File: src/rtl/cpu_mem_pkg.sv
// Shared types for the CPU-to-SRAM bridge: controller states, request kinds,
// wait-counter width and the latched request payload.
package cpu_mem_pkg;

  localparam int unsigned WAIT_CNT_W = 4;

  typedef enum logic [1:0] {
    ST_IDLE   = 2'd0,
    ST_WAIT   = 2'd1,
    ST_ACCESS = 2'd2,
    ST_RESP   = 2'd3
  } state_e;

  typedef enum logic [1:0] {
    KIND_INST  = 2'd0,
    KIND_LOAD  = 2'd1,
    KIND_STORE = 2'd2
  } kind_e;

  typedef struct packed {
    kind_e       kind;
    logic [31:0] wdata;
    logic [3:0]  strb;
  } req_t;

  // A write request wins over a read request raised in the same cycle.
  function automatic kind_e decode_kind(input logic mem_read, input logic mem_write);
    if (mem_write) return KIND_STORE;
    else if (mem_read) return KIND_LOAD;
    else return KIND_INST;
  endfunction

endpackage

File: src/rtl/mem_wait_timer.sv
// Wait-state down-counter: loaded on request acceptance, decremented once per
// WAIT cycle, done flags the last wait cycle.
module mem_wait_timer
  import cpu_mem_pkg::*;
(
  input  logic                  clk,
  input  logic                  rst,
  input  logic                  load,
  input  logic [WAIT_CNT_W-1:0] load_val,
  input  logic                  dec,
  output logic                  done
);

  logic [WAIT_CNT_W-1:0] cnt_q;

  always_ff @(posedge clk) begin
    if (rst) begin
      cnt_q <= '0;
    end else if (load) begin
      cnt_q <= load_val;
    end else if (dec && (cnt_q != '0)) begin
      cnt_q <= cnt_q - WAIT_CNT_W'(1);
    end
  end

  assign done = (cnt_q == WAIT_CNT_W'(1));

endmodule

File: src/rtl/cpu_mem_bridge.sv
// Arbitrates CPU instruction-fetch and data requests onto a single-port SRAM
// with optional wait states and a held response channel per requester.
module cpu_mem_bridge
  import cpu_mem_pkg::*;
#(
  parameter int unsigned ADDR_WIDTH  = 14,
  parameter int unsigned WAIT_CYCLES = 0
) (
  input  logic                  clk,
  input  logic                  rst,
  input  logic [31:0]           PC,
  input  logic                  Inst_Req_Valid,
  output logic                  Inst_Req_Ack,
  output logic [31:0]           Instruction,
  output logic                  Inst_Valid,
  input  logic                  Inst_Ack,
  input  logic [31:0]           Address,
  input  logic                  MemWrite,
  input  logic                  MemRead,
  input  logic [31:0]           Write_data,
  input  logic [3:0]            Write_strb,
  output logic                  Mem_Req_Ack,
  output logic [31:0]           Read_data,
  output logic                  Read_data_Valid,
  input  logic                  Read_data_Ack,
  output logic                  mem_en,
  output logic [3:0]            mem_wen,
  output logic [ADDR_WIDTH-1:0] mem_addr,
  output logic [31:0]           mem_wdata,
  input  logic [31:0]           mem_rdata
);

  state_e                state_q, state_d;
  req_t                  req_q;
  logic [ADDR_WIDTH-1:0] addr_q;
  logic [31:0]           inst_q, rdat_q;
  logic                  resp_first_q;
  logic                  data_req, accept;
  logic                  tmr_load, tmr_dec, tmr_done;
  logic                  unused_ok;

  assign data_req  = MemRead | MemWrite;
  assign unused_ok = ^{PC[31:ADDR_WIDTH+2], PC[1:0], Address[31:ADDR_WIDTH+2], Address[1:0]};

  mem_wait_timer u_wait_timer (
    .clk      (clk),
    .rst      (rst),
    .load     (tmr_load),
    .load_val (WAIT_CNT_W'(WAIT_CYCLES)),
    .dec      (tmr_dec),
    .done     (tmr_done)
  );

  always_ff @(posedge clk) begin
    if (rst) state_q <= ST_IDLE;
    else     state_q <= state_d;
  end

  // Next state and strobes; everything is forced idle during reset so an
  // in-flight access never reaches the SRAM in the reset cycle.
  always_comb begin
    state_d         = state_q;
    Mem_Req_Ack     = 1'b0;
    Inst_Req_Ack    = 1'b0;
    accept          = 1'b0;
    tmr_load        = 1'b0;
    tmr_dec         = 1'b0;
    mem_en          = 1'b0;
    mem_wen         = 4'b0000;
    Inst_Valid      = 1'b0;
    Read_data_Valid = 1'b0;
    if (!rst) begin
      case (state_q)
        ST_IDLE: begin
          Mem_Req_Ack  = data_req;
          Inst_Req_Ack = Inst_Req_Valid & ~data_req;
          accept       = data_req | Inst_Req_Valid;
          if (accept) begin
            tmr_load = 1'b1;
            state_d  = (WAIT_CYCLES != 0) ? ST_WAIT : ST_ACCESS;
          end
        end
        ST_WAIT: begin
          tmr_dec = 1'b1;
          if (tmr_done) state_d = ST_ACCESS;
        end
        ST_ACCESS: begin
          mem_en = 1'b1;
          if (req_q.kind == KIND_STORE) begin
            mem_wen = req_q.strb;
            state_d = ST_IDLE;
          end else begin
            state_d = ST_RESP;
          end
        end
        ST_RESP: begin
          Inst_Valid      = (req_q.kind == KIND_INST);
          Read_data_Valid = (req_q.kind == KIND_LOAD);
          if ((Inst_Valid && Inst_Ack) || (Read_data_Valid && Read_data_Ack)) state_d = ST_IDLE;
        end
        default: state_d = ST_IDLE;
      endcase
    end
  end

  // Request latch and response capture.
  always_ff @(posedge clk) begin
    if (rst) begin
      req_q        <= '{kind: KIND_INST, wdata: 32'h0, strb: 4'h0};
      addr_q       <= '0;
      inst_q       <= 32'h0;
      rdat_q       <= 32'h0;
      resp_first_q <= 1'b0;
    end else begin
      resp_first_q <= (state_q == ST_ACCESS) && (req_q.kind != KIND_STORE);
      if (accept) begin
        req_q  <= '{kind: decode_kind(MemRead, MemWrite), wdata: Write_data, strb: Write_strb};
        addr_q <= data_req ? Address[ADDR_WIDTH+1:2] : PC[ADDR_WIDTH+1:2];
      end
      if (resp_first_q) begin
        if (req_q.kind == KIND_INST) inst_q <= mem_rdata;
        else                         rdat_q <= mem_rdata;
      end
    end
  end

  // SRAM data only arrives in the first RESP cycle, so that cycle forwards it
  // directly; the captured copy covers the rest of RESP (SRAM idle, so equal).
  assign Instruction = (resp_first_q && !rst && req_q.kind == KIND_INST) ? mem_rdata : inst_q;
  assign Read_data   = (resp_first_q && !rst && req_q.kind == KIND_LOAD) ? mem_rdata : rdat_q;
  assign mem_addr    = addr_q;
  assign mem_wdata   = req_q.wdata;

endmodule
File: config.mk
export PLATFORM = sky130hd
export DESIGN_NAME = cpu_mem_bridge
export DESIGN_NICKNAME = d
export VERILOG_FILES = /design/src/rtl/cpu_mem_pkg.sv /design/src/rtl/mem_wait_timer.sv /design/src/rtl/cpu_mem_bridge.sv
export SDC_FILE = /design/constraint.sdc
export NUM_CORES = 1
export LEC_CHECK = 0
export BUFFER_PORTS_ARGS = -buffer_cell sky130_fd_sc_hd__buf_2
export CAP_MARGIN = 30
export CORE_AREA = 10 10 176 96
export CTS_CLUSTER_SIZE = 28
export DETAILED_ROUTE_END_ITERATION = 10
export DIE_AREA = 0 0 186 106
export PLACE_DENSITY = 0.73
export SETUP_SLACK_MARGIN = 0.05
export SYNTH_ARGS = -nofsm -noshare
export SYNTH_HDL_FRONTEND = slang
export SYNTH_HIERARCHICAL = 1
export SYNTH_SLANG_ARGS = --single-unit
File: constraint.sdc
create_clock -name clk -period 2 [get_ports clk]
set_input_delay 0.2 -clock clk [delete_from_list [all_inputs] [get_ports clk]]
set_output_delay 0.2 -clock clk [all_outputs]
set_load 0.1 [all_outputs]
==> results of run 1 <==
## registers in the layout, summed over array words and instances (netlist names)
| signal | count |
|---|---|
| rdat_q | 32 |
| req_q | 6 |
| u_wait_timer/cnt_q | 4 |
| mem_addr | 14 |
| state_q | 2 |
| inst_q | 32 |
| resp_first_q | 1 |
| mem_wdata | 32 |
## Yosys cell counts (2+ instances only)
cell type	instances
a2111oi_2	2
a21oi_1	50
a22o_1	32
a311oi_1	3
a311oi_2	12
and2_1	2
and3_1	2
buf_1	9
buf_2	10
buf_4	35
buf_6	6
clkbuf_1	26
dfxtp_1	123
ha_1	2
inv_1	4
mux2_2	63
nand2_1	82
nand2b_1	41
nand3_1	36
nor2_1	8
nor2b_1	4
nor3_1	6
nor3b_1	2
nor4b_1	2
o21ai_0	51
or3_1	3
## critical path, delay by kind of cell (launching register included)
family,cells,cell delay [ns]
buf+inv,3,0.57
mux,1,0.37
flops,1,0.36
simple gates,1,0.30
## power by group through the flow
stage | sequential [mW] | combinational, mW | clock, mW
2_1_floorplan | 3.15 | 2.30 | 0
4_1_cts | 2.84 | 3.48 | 3.21
3_5_place_dp | 2.89 | 3.22 | 0
3_3_place_gp | 2.88 | 3.20 | 0
5_1_grt | 2.88 | 3.66 | 3.33
6_report | 2.85 | 3.51 | 3.17
## cell families (layout without fill, tap and decap cells)
kind of cell,count (synthesis),after routing,synth area share
flops,123,123,0.425
fa+ha+maj,2,2,0.00432
buf+inv,90,309,0.0908
simple gates,194,194,0.166
compound gates,158,158,0.188
other cells,1,4,0.000647
mux,65,65,0.126
## stage by stage
stage	TNS, ns	util
floorplan	-0.267	-
global placement	0	0.538
detailed placement	0	0.538
CTS	-10.25	0.660
global route	-14.03	0.666
finish	-9.61	0.666
## cell type report
type / instances / area, um^2 / share of cell area
multi-input cells: 423 / 3170 / 0.341
repair buffers: 273 / 2800 / 0.301
flip-flops and latches: 123 / 2470 / 0.266
clock buffers: 19 / 443 / 0.0477
well taps: 181 / 226 / 0.0244
clock inverters: 13 / 165 / 0.0178
inverters: 4 / 15.0 / 0.00162
## path summary, 6_finish.rpt
kind | endpoint | startpoint | depth (start not counted) | slack [ns]
max | Instruction[1] | req_q[37] | 5 | -0.21
min | mem_wdata[29] | Write_data[29] | 3 | 0.02
max reg2reg | u_wait_timer/cnt_q[0] | state_q[0] | 6 | 0.20
min reg2reg | rdat_q[4] | rdat_q[4] | 2 | 0.46
## layer usage
layer | global-route usage | part of all wire
met5 | 0 | 0
met3 | 0.0724 | 0.094
met1 | 0.254 | 0.44
met4 | 0.0406 | 0.0072
met2 | 0.305 | 0.46
## repair_timing
item / in CTS / in global routing
gates resized for setup: 208 / 9
pin swaps: 7 / 2
hold buffers: 4 / 0
setup endpoints to repair: 72 / 71
buffers inserted: 14 / 4
hold endpoints to repair: 4 / 0
gates cloned: 6 / 2
==> metrics.md, run 1 <==
| Metric | Value |
|---|---|
| Die W | 186 um |
| Post-placement cell count | 976 |
| Overall fraction of global-route tracks in use | 0.196 |
| Avg Inst Size Synth | 9.16 um^2 |
| Worst setup margin | -0.207 ns |
| Worst VDD drop | 0.551 mV |
| Routed Wire Length | 20.3 mm |
| Commonest cells after routing, fill and taps aside | 149 x buf_2, 119 x dfxtp_1, 82 x nand2_1 |
| Post-route cell area | 0.00930 mm^2 |
| Ant diodes | 0 |
| Max-slew violations | 0 |
| First-pass GRT wire length | 31.0 mm |
| Internal | 5.73 mW |
| Crit-path slowest cell | mux2_2 |
| Largest net degree at the start of global routing | 53 |
| Total Nets Final | 983 |
| PD cells | 1030 mW/mm^2 |
| Hold WS | 0.0175 ns |
| Worst-path clk slew | 0.06 ns |
| Sink Count | 123 |
| Comb pwr share | 0.368 |
| Predominant post-synthesis flop cell | dfxtp_1 |
| Seq/Total Area, Yosys | 0.425 |
| Worst Hold Class | primary input to flop |
| Area after DPL | 0.00752 mm^2 |
| Pre-CTS setup slack | 0.104 ns |
| Clk_lat worst skew | 0.41 ns |
| Sequential share of power | 0.299 |
| P_sw | 3.81 mW |
| Overall power | 9.53 mW |
| Clock Path Buffers | 2 |
| Worst EP required | 1.80 ns |
| Post-synthesis cell area | 0.00580 mm^2 |
| Final period util | 1.10 |
| Max Cap Viol | 0 |
| Final HPWL DP | 12.6 mm |
| CP Capture Type | output pin |
| Share of post-route cells with drive strength above 1 | 0.470 |
| Clock root cell | clkbuf_16 |
| CP cell instances | nor4b_2 > buf_6 > buf_4 > mux2_2 > buf_12 |
| Mapped Cells | 633 |
| Synthesized flop and latch total | 123 |
| Final worst path period need | 2.21 ns |
| Final Setup Violations | 68 |
| Cell accounting for the most synthesized area | dfxtp_1 |
| Status | finished, violations left |
| Detailed-route via count | 5417 |
| Crit Path Category | flop to output pin |
| Post-synth EDFFs | 0 |
| Non-filler cells, final | 1036 |
| Die height | 106 um |
| Remaining antenna violation count | 0 |
| CP Launch Type | flop |
| Core ar. | 0.0140 mm^2 |
| Slew margin rel. | 0.622 |
| Most common cell after layout, fill and taps aside | buf_2 |
| Growth of design area from synthesis to finish | 60.3% |
| Failing checks | setup timing |
| Clock power share | 0.333 |
| Count of cell types in the netlist | 43 |
| Synth top area cells | dfxtp_1 42%, mux2_2 12%, nand2_1 5.3% |
| Post-synthesis async set-or-reset flop share | 0 |
| H-tree levels | 4 |
| 1st-iter DRT viols | 344 |
| Crit-path max cell delay | 0.37 ns |
| PortBufs | 221 |
| Fin. Hold Viols | 0 |
| Cts bufs inserted | 17 |
| Top Ports | 258 |
| Maximum fanout along the worst path | 9 |
| Data arrival time of the worst path | 2.01 ns |
| Via-to-Cell Ratio | 5.23 |
| Synth warn | 6 |
| RSZ-0062 raised after global routing | true |
| Row cnt | 31 |
| Total gr overflow | 0 |
| Worst-margin pin slew | 0.567 ns |
| Number of global-route vias before repair | 5546 |
| Die area | 0.0197 mm^2 |
| DRT Pass-1 Iters | 5 |
| Final Skew | 0.0119 ns |
| Initial core utilization | 0.415 |
| TritonCTS clock tree | built |
| LEAKAGE | 3.83 nW |
| Sw frac | 0.399 |
| Fillers | 1061 |
| RePlAce Congestion | 0.795 |
| WL/cell | 19.6 um |
| Drc violations | 0 |
| FMAX | 453 MHz |
| Post-synth top area share | 0.425 |
| Antenna violations before repair | 0 |
Note: power is estimated with default switching activity, not from simulation.
==> inputs of run 2 (changes only) <==
--- a/config.mk
+++ b/config.mk
@@ -5,12 +5,13 @@
 export SDC_FILE = /design/constraint.sdc
 export NUM_CORES = 1
 export LEC_CHECK = 0
+export ABC_AREA = 1
 export BUFFER_PORTS_ARGS = -buffer_cell sky130_fd_sc_hd__buf_2
 export CAP_MARGIN = 30
-export CORE_AREA = 10 10 176 96
+export CORE_AREA = 10 10 174 95
 export CTS_CLUSTER_SIZE = 28
 export DETAILED_ROUTE_END_ITERATION = 10
-export DIE_AREA = 0 0 186 106
+export DIE_AREA = 0 0 184 105
 export PLACE_DENSITY = 0.73
 export SETUP_SLACK_MARGIN = 0.05
 export SYNTH_ARGS = -nofsm -noshare
==> metrics.md, run 2 <==
| Metric | Value |
|---|---|
| Post-Synth Simple-Gate Area | 0.197 |
| Routed Wire Length | 18.8 mm |
| Fin. Hold Viols | 0 |
| Post-synthesis cell area | 0.00553 mm^2 |
| Synthesized flop and latch total | 123 |
| TritonCTS clock tree | built |
| LEAKAGE | 4.12 nW |
| Final Setup Violations | 0 |
| Complex-gate fraction of the synthesized area | 0.210 |
| Worst-path clk slew | 0.06 ns |
| Synth Area in XOR/XNOR | 0.00317 |
| Worst VDD drop | 0.884 mV |
| Ant diodes | 0 |
| Pre-CTS setup slack | 0.324 ns |
| Die W | 184 um |
| Largest net degree at the start of global routing | 56 |
| RePlAce Congestion | 0.779 |
| WL/cell | 15.8 um |
| First-pass GRT wire length | 27.6 mm |
| Cts bufs inserted | 17 |
| Share of post-route cells with drive strength above 1 | 0.381 |
| Hold WS | 0.00961 ns |
| Commonest cells in the netlist | 194 x nand2_1, 146 x o21ai_0, 123 x dfxtp_1 |
| Synth top area cells | dfxtp_1 45%, o21ai_0 13%, nand2_1 13% |
| Area after DPL | 0.00793 mm^2 |
| 1st-iter DRT viols | 329 |
| Final HPWL DP | 12.3 mm |
| Crit Path Category | flop to output pin |
| Worst Hold Class | primary input to flop |
| Maximum fanout along the worst path | 20 |
| Sw frac | 0.445 |
| Final core utilization | 0.692 |
| Total negative slack | 0 ns |
| Internal | 6.02 mW |
| Initial core utilization | 0.414 |
| Post-synthesis mux area share | 0 |
| Sink Count | 123 |
| Max Cap Viol | 0 |
| FMAX | 515 MHz |
| Fillers | 983 |
| Top Ports | 258 |
| Total Nets Final | 1141 |
| Top-count cell post-synth | nand2_1 |
| Commonest cells after routing, fill and taps aside | 186 x nand2_1, 151 x buf_2, 120 x dfxtp_1 |
| Overall power | 10.8 mW |
| Sequential share of power | 0.278 |
| Post-route cell area | 0.00924 mm^2 |
| Seq/Total Area, Yosys | 0.445 |
| Max-slew violations | 0 |
| P_sw | 4.82 mW |
| Via-to-Cell Ratio | 4.98 |
| CP Launch Type | flop |
| H-tree levels | 4 |
| DRT Pass-1 Iters | 5 |
| Antenna violations before repair | 0 |
| Detailed-route via count | 5925 |
| Predominant post-synthesis flop cell | dfxtp_1 |
| Growth of design area from synthesis to finish | 67.1% |
| Storage cell area | 0.00247 mm^2 |
| PD cells | 1170 mW/mm^2 |
| Clock power share | 0.285 |
| Mapped Cells | 778 |
| Number of global-route vias before repair | 5537 |
| Post-placement cell count | 1116 |
| Die height | 105 um |
| Die area | 0.0193 mm^2 |
| Final worst path period need | 1.94 ns |
| Remaining antenna violation count | 0 |
| Data arrival time of the worst path | 1.74 ns |
| Drc violations | 0 |
| Avg Inst Size Synth | 7.11 um^2 |
| Core ar. | 0.0134 mm^2 |
| CP Capture Type | output pin |
| Status | finished clean |
| Clk_lat worst skew | 0.40 ns |
| Most common cell after layout, fill and taps aside | nand2_1 |
| Count of cell types in the netlist | 31 |
| Non-filler cells, final | 1189 |
| R2r setup slk | 0.29 ns |
| Cell accounting for the most synthesized area | dfxtp_1 |
| Combinational family with the most area after synthesis | compound AO/OA/AOI/OAI gates |
| RSZ-0062 raised after global routing | true |
| Total gr overflow | 0 |
| Worst EP required | 1.80 ns |
| Final Skew | 0.00681 ns |
| Overall fraction of global-route tracks in use | 0.173 |
| Post-synth EDFFs | 0 |
| PortBufs | 221 |
| Post-synth top area share | 0.445 |
| Clock root cell | clkbuf_16 |
| Worst setup margin | 0.0598 ns |
| Synth warn | 6 |
| Comb pwr share | 0.437 |
| Row cnt | 30 |
| Final period util | 0.970 |
| Clock Path Buffers | 2 |
| Post-synthesis async set-or-reset flop share | 0 |
| Post-Synth Adder-Cell Area | 0.00452 |
| Multi-input gate area | 0.00280 mm^2 |
[run 2: critical path, cell delays in order, from the launching register on]
cell and delay, ns:
dfxtp_4 0.40, nand4_4 0.22, buf_6 0.20, buf_12 0.15, o21ai_2 0.17, buf_12 0.19
[run 2: layout make-up]
| cell class | instances | share of cell area |
|---|---|---|
| sequential | 123 | 0.267 |
| tap | 176 | 0.0238 |
| clock inverter | 12 | 0.0160 |
| clock buffer | 20 | 0.0483 |
| multi-input combinational | 495 | 0.303 |
| inverter | 84 | 0.0344 |
| timing repair buffer | 279 | 0.307 |
[run 2: power groups by stage]
| stage | combinational (mW) | clock [mW] | sequential, mW |
|---|---|---|---|
| final | 4.74 | 3.08 | 3.01 |
| after global routing | 4.96 | 3.29 | 3.06 |
| after CTS | 4.63 | 3.14 | 3.00 |
| after detailed placement | 4.57 | 0 | 3.04 |
| after global placement | 4.51 | 0 | 3.03 |
| after floorplan | 3.23 | 0 | 3.38 |
[run 2: kinds of logic (layout without fill, tap and decap cells)]
logic type,Yosys count,after routing
fa+ha+maj,2,2
simple gates,266,266
flops,123,123
buf+inv,163,395
xor+xnor,2,2
other cells,1,4
compound gates,221,221
[run 2: final timing paths]
path / start / endpoint / depth (start not counted)
min reg2reg: inst_q[22] / inst_q[22] / 2
max: req_q[36] / Read_data[14] / 5
max reg2reg: state_q[1] / mem_wdata[6] / 5
min: Write_data[13] / mem_wdata[13] / 3
[run 2: metal layers]
metal | share of wire | track usage
met4 | 0.026 | 0.0738
met5 | 0 | 0
met3 | 0.072 | 0.0570
met2 | 0.53 | 0.317
met1 | 0.37 | 0.178
[run 2: what timing repair did]
action | in CTS | in global routing
pin swaps | 0 | 2
buffers inserted | 0 | 11
hold endpoints to repair | 23 | 1
resized for setup | 13 | 57
gates cloned | 0 | 6
hold buffers | 23 | 1
setup endpoints to repair | 53 | 63
